### config.mk
export PLATFORM = sky130hd
export DESIGN_NAME = regfile_sb
export DESIGN_NICKNAME = d
export VERILOG_FILES = /design/src/rtl/regfile_sb.sv
export SDC_FILE = /design/constraint.sdc
export NUM_CORES = 2
export LEC_CHECK = 0
export BUFFER_PORTS_ARGS = -buffer_cell sky130_fd_sc_hd__clkbuf_2
export CORE_ASPECT_RATIO = 1.75
export CORE_MARGIN = 4
export CORE_UTILIZATION = 59
export CTS_BUF_LIST = sky130_fd_sc_hd__clkbuf_2
export CTS_CLUSTER_DIAMETER = 200
export CTS_CLUSTER_SIZE = 25
export DETAILED_ROUTE_END_ITERATION = 8
export PLACE_DENSITY = 0.77
export SETUP_SLACK_MARGIN = 0.05
export SLEW_MARGIN = 15
export SYNTH_ARGS = -nofsm -noshare
export SYNTH_HDL_FRONTEND = slang
export SYNTH_SLANG_ARGS = --single-unit
### constraint.sdc
create_clock -name clk -period 32.3 [get_ports clk]
set_input_delay 3.23 -clock clk [delete_from_list [all_inputs] [get_ports clk]]
set_output_delay 3.23 -clock clk [all_outputs]
set_load 0.1 [all_outputs]
### src/rtl/regfile_sb.sv
// Register file with NUM_RD async read ports, per-register busy scoreboard, flush and busy counter.
// Optional same-cycle writeback-to-read bypass when REGFILE_BYPASS_EN is defined; issue stalls via iss_ready on WAW.
module regfile_sb #(
  parameter int DATA_W  = 32,
  parameter int ADDR_W  = 5,
  parameter int NUM_RD  = 2,
  parameter int DBG_REG = 10
) (
  input  logic                     clk,
  input  logic                     rst,
  input  logic [NUM_RD*ADDR_W-1:0] rd_addr,
  output logic [NUM_RD*DATA_W-1:0] rd_data,
  output logic [NUM_RD-1:0]        rd_busy,
  input  logic                     iss_valid,
  input  logic [ADDR_W-1:0]        iss_addr,
  output logic                     iss_ready,
  input  logic                     wb_valid,
  input  logic [ADDR_W-1:0]        wb_addr,
  input  logic [DATA_W-1:0]        wb_data,
  input  logic                     flush,
  output logic [ADDR_W:0]          busy_cnt,
  output logic [DATA_W-1:0]        dbg_data
);

  localparam int NREGS = 2 ** ADDR_W;

  logic [DATA_W-1:0] regs [NREGS];
  logic [NREGS-1:0]  busy;
  logic [ADDR_W:0]   cnt;
  logic [ADDR_W-1:0] ra [NUM_RD];
  logic              wb_fire;
  logic              iss_fire;
  logic              cnt_dec;

  assign wb_fire   = wb_valid && (wb_addr != '0);
  assign iss_ready = !busy[iss_addr] || (iss_addr == '0) || (wb_valid && (wb_addr == iss_addr));
  assign iss_fire  = iss_valid && iss_ready && (iss_addr != '0) && !flush;
  assign cnt_dec   = wb_fire && busy[wb_addr];

  always_ff @(posedge clk or posedge rst) begin
    if (rst) begin
      for (int i = 0; i < NREGS; i++) begin
        regs[i] <= '0;
      end
    end else if (wb_fire) begin
      regs[wb_addr] <= wb_data;
    end
  end

  // Issue is applied after writeback so a same-cycle reissue leaves the bit set.
  always_ff @(posedge clk or posedge rst) begin
    if (rst) begin
      busy <= '0;
      cnt  <= '0;
    end else if (flush) begin
      busy <= '0;
      cnt  <= '0;
    end else begin
      if (wb_fire) begin
        busy[wb_addr] <= 1'b0;
      end
      if (iss_fire) begin
        busy[iss_addr] <= 1'b1;
      end
      cnt <= cnt + {{ADDR_W{1'b0}}, iss_fire} - {{ADDR_W{1'b0}}, cnt_dec};
    end
  end

  for (genvar g = 0; g < NUM_RD; g++) begin : g_ra
    assign ra[g] = rd_addr[g*ADDR_W +: ADDR_W];
  end

  always_comb begin
    rd_data = '0;
    rd_busy = '0;
    for (int i = 0; i < NUM_RD; i++) begin
      if (ra[i] != '0) begin
        rd_data[i*DATA_W +: DATA_W] = regs[ra[i]];
        rd_busy[i]                  = busy[ra[i]];
`ifdef REGFILE_BYPASS_EN
        if (wb_valid && !rst && (wb_addr == ra[i])) begin
          rd_data[i*DATA_W +: DATA_W] = wb_data;
          rd_busy[i]                  = 1'b0;
        end
`endif
      end
    end
  end

  assign busy_cnt = cnt;
  assign dbg_data = regs[DBG_REG];

endmodule

==> report_table.html <==
<table>
<tr><th>Metric</th><th>Value</th></tr>
<tr><th colspan="2">Logic synthesis</th></tr>
<tr><td>Sequential fraction of the synthesis area</td><td>46.50%</td></tr>
<tr><td>Area share of the largest cell type after synthesis</td><td>between 40% and 50%</td></tr>
<tr><td>Compound-cell area share of the yosys netlist</td><td>under 10%</td></tr>
<tr><td>Predominant post-synthesis flop cell</td><td>dfrtp_1</td></tr>
<tr><td>Main combinational cell family by area after synthesis</td><td>multiplexers</td></tr>
<tr><td>Multiplexer area fraction after synthesis</td><td>around 46%</td></tr>
<tr><td>Async SR Flop Fraction</td><td>100.0%</td></tr>
<tr><td>Post-synthesis area per instance</td><td>15.87 um2</td></tr>
<tr><td>Area share of xor/xnor cells in the synthesized design</td><td>0.1379%</td></tr>
<tr><td>Simple-Gate Fraction of Synth Area</td><td>under 10%</td></tr>
<tr><td>Adder-Cell Fraction of Synth Area</td><td>less than 1%</td></tr>
<tr><td>Synthesis-stage register bit count</td><td>1,062</td></tr>
<tr><td>Number of synthesized flops with an enable pin</td><td>0</td></tr>
<tr><td>Cell area after technology mapping</td><td>57,150 um2</td></tr>
<tr><td>Synth area leaders</td><td>dfrtp_1 (47%), mux4_2 (26%), mux2_2 (20%)</td></tr>
<tr><td>Number of warnings reported in the yosys synthesis log</td><td>0</td></tr>
<tr><td>Number of unique standard cell types used by synthesis</td><td>40</td></tr>
<tr><td>Post-Synthesis Cells</td><td>approximately 3,600</td></tr>
<tr><td>Cell accounting for the most synthesized area</td><td>dfrtp_1</td></tr>
<tr><td>Net count after synthesis</td><td>3,666</td></tr>
<tr><th colspan="2">Global routing</th></tr>
<tr><td>Largest net degree at the start of global routing</td><td>179</td></tr>
<tr><td>Gr ovfl total</td><td>0</td></tr>
<tr><td>Met3 GRT Util</td><td>under 10%</td></tr>
<tr><td>Antenna violations before repair</td><td>13</td></tr>
<tr><td>Global-route total usage across every layer</td><td>32.97%</td></tr>
<tr><td>First-pass GRT wire length</td><td>247,800 um</td></tr>
<tr><td>Met1 Usage GRT</td><td>a little over two fifths</td></tr>
<tr><td>Most used routing layer</td><td>met2</td></tr>
<tr><td>Via count of the first global-routing pass</td><td>between 30,000 and 40,000</td></tr>
<tr><td>Met2 usage</td><td>between 50% and 60%</td></tr>
<tr><th colspan="2">Die</th></tr>
<tr><td>Die width</td><td>roughly 240 um</td></tr>
<tr><td>Area of the die</td><td>102,100 um2</td></tr>
<tr><td>Number of primary I/O pins</td><td>around 160</td></tr>
<tr><td>Core Box Area</td><td>95,900 um2</td></tr>
<tr><td>Starting Density</td><td>59.59%</td></tr>
<tr><td>Y dimension of the die</td><td>approximately 420 um</td></tr>
<tr><td>Floorplan row count</td><td>150</td></tr>
<tr><th colspan="2">Route</th></tr>
<tr><td>First-pass iteration count of the detailed router</td><td>5</td></tr>
<tr><td>Vias</td><td>34,640</td></tr>
<tr><td>Total detailed-routing wirelength</td><td>between 150,000 and 200,000 um</td></tr>
<tr><td>Vias per Instance</td><td>7.319</td></tr>
<tr><td># DRC</td><td>0</td></tr>
<tr><td>Antenna Nets Post-Route</td><td>0</td></tr>
<tr><td>Initial DRC count</td><td>around 3,500</td></tr>
<tr><td>Routed wirelength normalized by instance count</td><td>about 35 um</td></tr>
<tr><th colspan="2">Clock tree</th></tr>
<tr><td>Clock edge transition at the registers on the reported setup and hold paths</td><td>0.43 ns</td></tr>
<tr><td>Hold-fix buffers at CTS</td><td>0</td></tr>
<tr><td>Number of setup buffers added after CTS</td><td>0</td></tr>
<tr><td>TritonCTS clock tree</td><td>done</td></tr>
<tr><td>Num Clock Sinks</td><td>1,062</td></tr>
<tr><td>Latest clock arrival within the worst-skew pair</td><td>about 1.4 ns</td></tr>
<tr><td>Clock buffers created by TritonCTS</td><td>48</td></tr>
<tr><td>Post-cts repair resize count</td><td>0</td></tr>
<tr><td>Clock tree root buffer cell</td><td>clkbuf_2</td></tr>
<tr><td>Maximum count of clock buffers along a single path</td><td>3</td></tr>
<tr><td>CTS H-tree lvls</td><td>2</td></tr>
<tr><th colspan="2">STA</th></tr>
<tr><td>Number of setup violations in the final report</td><td>0</td></tr>
<tr><td>Fin. max-slew vios</td><td>0</td></tr>
<tr><td>Slew headroom</td><td>12.45%</td></tr>
<tr><td>Period utilisation layout</td><td>between 30% and 40%</td></tr>
<tr><td>Setup repair after global routing missed its margin</td><td>false</td></tr>
<tr><td>Setup tns final</td><td>0 ns</td></tr>
<tr><td>Slew @ Worst Pin</td><td>~1.3 ns</td></tr>
<tr><td>Max Freq</td><td>0.09291 GHz</td></tr>
<tr><td>Final hold viol count</td><td>0</td></tr>
<tr><td>Clock period minus worst slack</td><td>around 11 ns</td></tr>
<tr><td>Clock Skew</td><td>slightly above 0.05 ns</td></tr>
<tr><th colspan="2">Worst setup path</th></tr>
<tr><td>Critical path data arrival time</td><td>between 7 and 8 ns</td></tr>
<tr><td>Top fanout value on the critical path</td><td>118</td></tr>
<tr><td>Endpoint class of the critical path</td><td>output pin</td></tr>
<tr><td>Critical path data required time</td><td>approximately 29 ns</td></tr>
<tr><td>Class of the most critical setup path</td><td>input port to output pin</td></tr>
<tr><td>CP Launch Type</td><td>input port</td></tr>
<tr><th colspan="2">Place</th></tr>
<tr><td>HPWL after DPL</td><td>99,830 um</td></tr>
<tr><td>Routability Congestion</td><td>a little over 0.9</td></tr>
<tr><td>PortBufs</td><td>between 150 and 200</td></tr>
<tr><th colspan="2">Finish</th></tr>
<tr><td>Number of nets in the final layout</td><td>between 3,000 and 4,000</td></tr>
<tr><td>Area grow syn2layout</td><td>2.675%</td></tr>
<tr><td>Filler Cells Inserted</td><td>roughly 7,000</td></tr>
<tr><td>Most common cell after layout, fill and taps aside</td><td>dfrtp_1</td></tr>
<tr><td>Fraction of layout cells with a size suffix above 1</td><td>between 50% and 60%</td></tr>
<tr><td>Leading cell types in the layout, fill and taps excluded</td><td>dfrtp_1 (1,062), mux2_2 (994), mux4_2 (670), clkbuf_2 (202), inv_1 (96)</td></tr>
<tr><td>Final cell utilization of the core</td><td>61.19%</td></tr>
<tr><th colspan="2">Power</th></tr>
<tr><td>Clock network power share</td><td>a little over an eighth</td></tr>
<tr><td>Net switching share of the total power</td><td>35.05%</td></tr>
<tr><td>Pleak</td><td>about 25 nW</td></tr>
<tr><td>Seq pwr share</td><td>a little over half</td></tr>
<tr><td>Power share of the combinational group</td><td>around 32%</td></tr>
<tr><td>Internal power</td><td>between 2 and 2.5 mW</td></tr>
<tr><td>IR Drop Worst-Case VDD</td><td>around 57 uV</td></tr>
<tr><td>Power per Cell Area</td><td>around 55 nW/um2</td></tr>
<tr><td>P_sw</td><td>around 1.1 mW</td></tr>
<tr><th colspan="2">Run status</th></tr>
<tr><td>Run status</td><td>finished, final reports clean</td></tr>
<tr><th colspan="2">Min path</th></tr>
<tr><td>Path class of the lowest-slack min-delay path</td><td>flop to flop</td></tr>
<tr><th colspan="2">Run</th></tr>
<tr><td>Number of max-capacitance violations reported</td><td>0</td></tr>
</table>
==> area by class of cell <==
class                   count  area (um2)  area share, %
repair buffers            219        1403          2.390
clock inverters             3       23.77        0.04051
multi-input cells        1998       28420          48.43
well taps                1292        1617          2.755
flip-flops and latches   1062       26580          45.29
clock buffers              49       245.2         0.4179
inverters                  97       367.9         0.6269
diodes                     13       32.53        0.05544
==> flip-flops by register name, summed over array words and instances, names as in the netlist <==
register,flops
busy_cnt,6
dbg_data,32
regs,992
busy,32
==> cells in the mapped netlist (17+ instances only) <==
| library cell | number |
|---|---|
| inv_1 | 97 |
| nor2_1 | 32 |
| buf_2 | 158 |
| clkbuf_1 | 230 |
| o21ai_0 | 81 |
| nand3b_1 | 22 |
| buf_4 | 32 |
| nand2_1 | 78 |
| mux4_2 | 670 |
| mux2_2 | 994 |
| o32ai_1 | 17 |
| dfrtp_1 | 1062 |
| buf_1 | 24 |
==> per-stage QoR <==
stage,area [um2],hold slack [ns],total power [mW],instances,worst slack [ns]
floorplan,57150,0.4413,2.577,3602,14.42
global placement,58370,0.3763,2.764,4667,21.45
detailed placement,58380,0.3836,2.836,4668,21.40
CTS,58650,0.4470,3.260,4720,21.39
global route,58660,0.4509,3.388,4726,21.17
finish,58680,0.4453,3.253,4733,21.54
==> path summary, 6_finish.rpt <==
check / slack (ns) / startpoint / to / cells past startpoint
min in group asynchronous: 1.81 / rst / regs[646] / 2
max: 21.54 / rd_addr[5] / rd_data[49] / 8
max reg2reg: 28.71 / busy[27] / busy_cnt[5] / 12
min: 0.45 / regs[1009] / regs[1009] / 0
min reg2reg: 0.45 / regs[1009] / regs[1009] / 0
max in group asynchronous: 27.62 / rst / regs[876] / 5
==> critical path, cell delays in order <==
cell	delay (ns)
buf_8	0.49
buf_4	0.82
buf_12	0.72
mux4_2	0.61
mux4_2	0.48
nand2_1	0.14
o21ai_0	0.24
clkbuf_2	0.47
==> cells by family (layout without fill, tap and decap cells) <==
| family | Yosys count | count (layout) |
|---|---|---|
| buffers and inverters | 542 | 368 |
| xor gates and xnor gates | 9 | 9 |
| and+or+nand+nor | 186 | 186 |
| muxes | 1680 | 1680 |
| other | 0 | 13 |
| adders and majority gates | 7 | 7 |
| AOI/OAI and AO/OA | 116 | 116 |
| DFF | 1062 | 1062 |
==> power groups by stage <==
stage | combinational [mW] | sequential [mW] | clock (mW)
final | 1.05 | 1.76 | 0.435
after global routing | 1.11 | 1.79 | 0.490
after CTS | 1.06 | 1.76 | 0.447
after detailed placement | 1.06 | 1.78 | 0
after global placement | 1.02 | 1.74 | 0
after floorplan | 0.851 | 1.73 | 0
==> layer usage <==
metal	routed length (um)	share of wire, %	vias up
met5	0	0	-
met4	11300	6.8	0
met3	12740	7.7	475
met2	82520	50	1805
met1	59360	36	18970
li1	-	-	13400
Power figures use the tool's default switching activity.
